<file path="config.mk">
export PLATFORM = sky130hd
export DESIGN_NAME = intra_residue_gen
export DESIGN_NICKNAME = d
export VERILOG_FILES = /design/src/rtl/intra_residue_gen.sv
export SDC_FILE = /design/constraint.sdc
export NUM_CORES = 1
export LEC_CHECK = 0
export BUFFER_PORTS_ARGS = -buffer_cell sky130_fd_sc_hd__buf_2
export CORE_MARGIN = 2
export CORE_UTILIZATION = 45
export CTS_BUF_LIST = sky130_fd_sc_hd__clkbuf_8
export DETAILED_ROUTE_END_ITERATION = 12
export PLACE_DENSITY_LB_ADDON = 0.12
export SYNTH_ARGS = -nofsm -noshare
export SYNTH_HDL_FRONTEND = slang
export SYNTH_SLANG_ARGS = --single-unit
</file>
<file path="constraint.sdc">
create_clock -name clk -period 16.42 [get_ports clk]
set_input_delay 3.284 -clock clk [delete_from_list [all_inputs] [get_ports clk]]
set_output_delay 3.284 -clock clk [all_outputs]
set_load 0.05 [all_outputs]
</file>
<file path="src/rtl/intra_residue_gen.sv">
// Intra prediction residue generator: latches a block and its neighbours, forms the
// vertical/horizontal/DC prediction and writes one saturated residue row per cycle.
module intra_residue_gen #(
  parameter int MB_SIZE_L = 4,
  parameter int MB_SIZE_W = 4
) (
  input  logic              clk,
  input  logic              reset,
  input  logic              enable,
  input  logic [2:0]        mode,
  input  logic              top_avail,
  input  logic              left_avail,
  input  logic [7:0]        toppixels  [8],
  input  logic [7:0]        leftpixels [MB_SIZE_L],
  input  logic [7:0]        original   [MB_SIZE_L*MB_SIZE_W],
  output logic signed [7:0] residue    [MB_SIZE_L*MB_SIZE_W],
  output logic              busy,
  output logic              fb
);

  localparam int NPIX  = MB_SIZE_L * MB_SIZE_W;
  localparam int RW    = (MB_SIZE_L > 1) ? $clog2(MB_SIZE_L) : 1;
  localparam int LOG2N = $clog2(MB_SIZE_W);
  localparam logic [RW-1:0] ROW_LAST = RW'(MB_SIZE_L - 1);

  localparam logic [1:0] PM_V  = 2'd0;
  localparam logic [1:0] PM_H  = 2'd1;
  localparam logic [1:0] PM_DC = 2'd2;

  typedef enum logic [1:0] {S_IDLE, S_PREP, S_ROW, S_DONE} state_t;

  state_t          state_q, state_d;
  logic [RW-1:0]   row_q, row_d;
  logic [2:0]      mode_q;
  logic            top_av_q, left_av_q;
  logic [7:0]      tpx_q [MB_SIZE_W];
  logic [7:0]      lpx_q [MB_SIZE_L];
  logic [7:0]      org_q [NPIX];
  logic [1:0]      pmode_q, pmode_d;
  logic [7:0]      dc_q, dc_d;
  logic [11:0]     sum_top, sum_left;
  logic [12:0]     acc_both;
  logic [11:0]     acc_top, acc_left;
  logic [7:0]      pred_px [NPIX];
  logic signed [7:0] res_q [NPIX];
  logic            unused_top;

  function automatic logic signed [8:0] diff9(input logic [7:0] a, input logic [7:0] b);
    return $signed({1'b0, a}) - $signed({1'b0, b});
  endfunction

  function automatic logic signed [7:0] sat8(input logic signed [8:0] d);
    if (d > 9'sd127)
      return 8'sd127;
    else if (d < -9'sd128)
      return $signed(8'h80);
    else
      return d[7:0];
  endfunction

  // Top neighbours beyond the block width are never used by narrower instances
  always_comb begin
    unused_top = 1'b0;
    for (int i = MB_SIZE_W; i < 8; i++) unused_top = unused_top ^ (^toppixels[i]);
  end

  // State register
  always_ff @(posedge clk) begin
    if (reset) begin
      state_q <= S_IDLE;
      row_q   <= '0;
    end else begin
      state_q <= state_d;
      row_q   <= row_d;
    end
  end

  // Next-state logic
  always_comb begin
    state_d = state_q;
    row_d   = row_q;
    case (state_q)
      S_IDLE: if (enable) state_d = S_PREP;
      S_PREP: begin
        row_d   = '0;
        state_d = S_ROW;
      end
      S_ROW: begin
        row_d = row_q + 1'b1;
        if (row_q == ROW_LAST) state_d = S_DONE;
      end
      S_DONE:  state_d = S_IDLE;
      default: state_d = S_IDLE;
    endcase
  end

  // Output decode
  always_comb begin
    busy = (state_q != S_IDLE);
    fb   = (state_q == S_DONE);
  end

  // Input capture stage: block and neighbours are frozen at the start strobe
  always_ff @(posedge clk) begin
    if (state_q == S_IDLE && enable) begin
      mode_q    <= mode;
      top_av_q  <= top_avail;
      left_av_q <= left_avail;
      for (int c = 0; c < MB_SIZE_W; c++) tpx_q[c] <= toppixels[c];
      for (int r = 0; r < MB_SIZE_L; r++) lpx_q[r] <= leftpixels[r];
      for (int i = 0; i < NPIX; i++)      org_q[i] <= original[i];
    end
  end

  always_comb begin
    sum_top  = '0;
    sum_left = '0;
    for (int c = 0; c < MB_SIZE_W; c++) sum_top  = sum_top  + 12'(tpx_q[c]);
    for (int r = 0; r < MB_SIZE_L; r++) sum_left = sum_left + 12'(lpx_q[r]);
    acc_both = 13'(sum_top) + 13'(sum_left) + 13'(MB_SIZE_W);
    acc_top  = sum_top  + 12'(MB_SIZE_W / 2);
    acc_left = sum_left + 12'(MB_SIZE_W / 2);
    case ({top_av_q, left_av_q})
      2'b11:   dc_d = 8'(acc_both >> (LOG2N + 1));
      2'b10:   dc_d = 8'(acc_top >> LOG2N);
      2'b01:   dc_d = 8'(acc_left >> LOG2N);
      default: dc_d = 8'd128;
    endcase
    // Directional modes without their neighbours degrade to DC
    if (mode_q == 3'd0 && top_av_q)
      pmode_d = PM_V;
    else if (mode_q == 3'd1 && left_av_q)
      pmode_d = PM_H;
    else
      pmode_d = PM_DC;
  end

  // Prep stage: resolve prediction mode and DC value once per block
  always_ff @(posedge clk) begin
    if (state_q == S_PREP) begin
      dc_q    <= dc_d;
      pmode_q <= pmode_d;
    end
  end

  always_comb begin
    for (int r = 0; r < MB_SIZE_L; r++) begin
      for (int c = 0; c < MB_SIZE_W; c++) begin
        case (pmode_q)
          PM_V:    pred_px[r*MB_SIZE_W + c] = tpx_q[c];
          PM_H:    pred_px[r*MB_SIZE_W + c] = lpx_q[r];
          default: pred_px[r*MB_SIZE_W + c] = dc_q;
        endcase
      end
    end
  end

  // Row stage: one residue row per cycle, other rows hold
  always_ff @(posedge clk) begin
    if (reset) begin
      for (int i = 0; i < NPIX; i++) res_q[i] <= '0;
    end else if (state_q == S_ROW) begin
      for (int r = 0; r < MB_SIZE_L; r++) begin
        if (row_q == RW'(r)) begin
          for (int c = 0; c < MB_SIZE_W; c++)
            res_q[r*MB_SIZE_W + c] <= sat8(diff9(org_q[r*MB_SIZE_W + c], pred_px[r*MB_SIZE_W + c]));
        end
      end
    end
  end

  assign residue = res_q;

endmodule
</file>
-- Yosys cells after proc, flatten, opt, wreduce, memory -nomap -nowiden
Memories as Yosys holds them, arrays and structs flattened.
Index checks and enable logic that the tools add are counted.
- register bits after elaboration: 147
- latch bits: 0
- bits in writable memories: 192
- bits in read-only memories: 0
- input bits: 232
- output and inout port bits: 130
- word-level logic and storage cells: 168
- memories kept: 3
- add/sub/neg operators: 27
- multiply operators: 0
- div/mod/pow operators: 0
- magnitude comparators: 32
- eq/ne operators: 13
- shifts and indexed selects: 0
- muxes and demuxes: 56
- bitwise operators: 0
- reductions and logical operators: 14
- memories (memory ; depth ; bits a word ; rd ports ; clocked after Yosys merged registers in ; wr ports ; line ; RTL):
    org_q ; 16 ; 8 ; 16 ; 0 ; 16 ; 38 ; logic [7:0] org_q [NPIX];
    lpx_q ; 4 ; 8 ; 4 ; 0 ; 4 ; 37 ; logic [7:0] lpx_q [MB_SIZE_L];
    tpx_q ; 4 ; 8 ; 4 ; 0 ; 4 ; 36 ; logic [7:0] tpx_q [MB_SIZE_W];
- operators with widths (operator ; count):
    $mux W8 ; 32
    $pmux W8 S2 ; 16
    $gt A9 B8 Y1 const B ; 16
    $lt A9 B8 Y1 const B ; 16
    $sub A8 B8 Y9 ; 16
    $pmux W8 S3 ; 1
    $add A10 B8 Y11 ; 2
    $add A10 B2 Y10 const B ; 2
    $add A9 B8 Y10 ; 2
    $add A8 B8 Y9 ; 2
    $eq A2 B2 Y1 const B ; 6
    $add A11 B11 Y11 ; 1
    $add A11 B3 Y11 const B ; 1
    $reduce_and A2 Y1 ; 5
    $eq A2 B1 Y1 const B ; 4
    $pmux W2 S4 ; 1
    $logic_not A2 Y1 ; 3
    $mux W2 ; 3
    $ne A2 B2 Y1 const B ; 2
    $pmux W2 S2 ; 1
    $reduce_bool A2 Y1 ; 2
    $eq A3 B1 Y1 const B ; 1
    $logic_and A1 B1 Y1 ; 3
    $logic_not A3 Y1 ; 1
    other kinds (2) ; 3

-- Logic depth before layout (Yosys ltp)
An unclocked memory read counts as a cell.
- depth after elaboration: 7
- gate-level depth with buffers: 20
- mapped depth without buffers: 20

-- Worst setup path before layout
No wires, ideal clock.
- path kind: input port to flip-flop
- start point: input enable
- end point: register left_av_q, enable pin
- setup time: 0.581 ns
- arrival time: 7.728 ns
- data required time: 15.839 ns
- setup slack: 8.110 ns
- stages: 1
- buffers on the path: 0
- cells stage by stage: and2_1
- word-level cells in the longest chain between the ends: 1
- ends and longest elaborated chain (item ; line ; RTL):
    start: declaration ; 9 ; input logic enable,
    $logic_and A1 B1 Y1 ; 105 ; if (state_q == S_IDLE && enable) begin
    end signal: assignment ; 108 ; left_av_q <= left_avail;
    end: declaration ; 35 ; logic top_av_q, left_av_q;
Every way passes these cells.
A chain may end at the register's enable or synchronous reset.

==> results.json <==
{
  "ant_nets": 0,
  "regToRegEndpoint": "dc_q[7]",
  "critPathMaxFanout": 4,
  "antenna_found_initial": 6,
  "cts_max_path_buffers": 3,
  "synthTopCellsByCount": "213 x inv_1, 207 x edfxtp_1, 176 x ha_1",
  "min_period_ns": 5.33,
  "syn-cell-area_mm2": 0.0216,
  "holdCritPathClass": "reg -> reg",
  "cp_slowest_cell": "fa_1",
  "ys_ff_latch": 339,
  "status": "finished, final reports clean",
  "crit_cells": 19,
  "h-tree-depth": 3,
  "cts_sinks": 339,
  "fillers": 4357,
  "place.gp.congestion": 0.941,
  "tightestPinTransition_ns": 1.26,
  "vias": 18100,
  "yosysTopAreaCellShare_pct": 28.8,
  "overflow": 0,
  "cpPeakStageDelay_ns": 0.54,
  "fin_ws_ns": 11.09,
  "ys_seq_area_share_pct": 41.0,
  "dr_wl_met3_um": 4240,
  "routed.top_layer": "met4",
  "fmax_mhz": 187,
  "drt_iter0_markers": 1424,
  "wl_met1_um": 30200,
  "syn_nets": 2689,
  "cts_resized": 0,
  "post_synth.cell_area_avg_um2": 9.67,
  "fp-row-count": 80,
  "syn_to_final_growth_pct": 15.8,
  "synth_cell_types": 63,
  "final-setup-viol-count": 0,
  "hold_start": "residue[55]",
  "start_kind": "register",
  "grt_pass1_vias": 17400,
  "die_area_mm2": 0.0497,
  "arrival_ns": 5.74,
  "cts_setup_buffers": 0,
  "synth_top_cell_by_area": "edfxtp_1",
  "r2r_setup_slack_ns": 11.09,
  "drt-total-wl_um": 69100,
  "pin_count": 362,
  "hold_depth": 2,
  "synth_area_leaders": "edfxtp_1 29%, dfxtp_1 12%, ha_1 10%",
  "drcViolationCount": 0,
  "rsz0062_at_grt": "false",
  "wl_met2_um": 31900,
  "grt_pass1_wl_um": 102000,
  "start_util_pct": 45.4,
  "synth_flop_cell": "edfxtp_1",
  "cp_top_family": "adder cells",
  "die_w_um": 223,
  "slew_headroom_pct": 16.0,
  "cts_root_buf": "clkbuf_8",
  "endpoint_kind": "register",
  "crit_chain": "inv_1 > fa_1 > inv_1 > fa_1 > ha_1 > fa_1 > a211oi_2 > o21bai_1 > a211o_2 > and2_1 > ha_1 > ha_1 > and3_1 > a211oi_2 > nor2b_1 > o21ai_1 > nand2b_1 > xor2_1 > a221o_1",
  "drt_pass1_iterations": 5,
  "async_flop_share_pct": 0,
  "drive_gt1_share_pct": 18.8,
  "crit_type": "reg -> reg",
  "cts_tree": "yes",
  "holdBufCountCts": 0,
  "portBuffers": 329,
  "fin_skew_ns": 0.0288,
  "grt_max_degree": 79,
  "fin_area_mm2": 0.0250,
  "hold_violations": 0,
  "placedInstanceArea_mm2": 0.0237,
  "cts_buffers": 66,
  "final_util_pct": 52.6,
  "via_per_inst": 5.63,
  "cp.required_ns": 16.83,
  "grt.total_usage_pct": 27.6,
  "nets": 2995,
  "clk_latency_ns": 0.65,
  "cp.buffers_inverters": 2,
  "die_y_um": 223,
  "max_cap_viol_count": 0,
  "ys_warn_count": 0,
  "synthCells": 2233,
  "reg2reg_from": "lpx_q[1][1]",
  "wl_per_cell_um": 21.5,
  "tns_ns": 0,
  "dp_slack_ns": 10.82,
  "clk_pin_slew_ns": 0.06,
  "worst-r2r-cell-count": 19,
  "slew_violations": 0,
  "hpwl_um": 52300,
  "coreArea_mm2": 0.0475,
  "min_period_over_period_pct": 32.5,
  "holdPathEnd": "residue[55]",
  "synth_edf_count": 207,
  "yosysMostFrequentCell": "inv_1"
}
## routing by layer
metal | global-route usage [%] | vias to the layer above
met3 | 5.78 | 145
li1 | - | 8664
met4 | 12.5 | 0
met1 | 36.1 | 8665
met2 | 44.0 | 604
met5 | 0 | -
## cell families (layout without fill, tap and decap cells)
logic type      Yosys count  count (layout)  synth area share [%]
flops                   339             339                  41.0
compound gates          594             594                  17.4
mux                       5               5                 0.249
other cells               0               8                     0
buf+inv                 320             676                  5.61
fa+ha+maj               294             294                  17.9
xor+xnor                 96              96                  3.89
simple gates            585             585                  14.0
## sequential cells by signal (all words and copies together), names as in the netlist, 3 cells and up
signal   cells
mode_q       3
tpx_q       32
org_q      128
residue    128
lpx_q       32
dc_q         8
## worst max-delay path by stage
stage                 from           to
2_1_floorplan       enable    left_av_q
3_3_place_gp        enable  tpx_q[3][6]
3_5_place_dp        enable  tpx_q[0][6]
4_1_cts        lpx_q[1][1]      dc_q[7]
5_1_grt        lpx_q[1][1]      dc_q[7]
6_report       lpx_q[1][1]      dc_q[7]
## layout make-up
| type | count | area [um2] | area share (%) |
|---|---|---|---|
| tap | 615 | 769 | 3.08 |
| multi-input combinational | 1574 | 11500 | 46.1 |
| inverter | 214 | 803 | 3.21 |
| timing repair buffer | 344 | 1760 | 7.05 |
| clock inverter | 38 | 164 | 0.656 |
| sequential | 339 | 8860 | 35.4 |
| clock buffer | 80 | 1100 | 4.40 |
| antenna | 8 | 20.0 | 0.0801 |
## layout by cell type (no fill, tap or decap), types with 28 or more instances in the layout
| cell | count |
|---|---|
| dfxtp_1 | 132 |
| o21ai_1 | 49 |
| a21oi_1 | 169 |
| xor2_1 | 28 |
| maj3_1 | 70 |
| o21ai_0 | 137 |
| nor2_1 | 152 |
| ha_1 | 176 |
| fa_1 | 48 |
| buf_2 | 328 |
| nand3_1 | 31 |
| a211oi_1 | 79 |
| nor2b_1 | 35 |
| xnor2_1 | 68 |
| nand2_1 | 78 |
| a21o_1 | 38 |
| clkbuf_8 | 80 |
| edfxtp_1 | 207 |
| nor3_1 | 137 |
| inv_1 | 235 |
| nand2b_1 | 65 |
## through the flow
| step | hold slack [ns] | std cells |
|---|---|---|
| CTS | 0.458 | 3204 |
| detailed placement | 0.450 | 3086 |
| global placement | 0.446 | 3086 |
| finish | 0.460 | 3212 |
| global route | 0.477 | 3210 |
| floorplan | 0.478 | 2233 |
## worst min-delay path, stage by stage, from the launching register on
cell and delay, ns:
dfxtp_1 0.31, nand2_1 0.05, a21oi_1 0.05
Power is left out: the tool's default activity adds up to more than one toggle a clock period on the data nets, which glitch-free logic cannot reach.
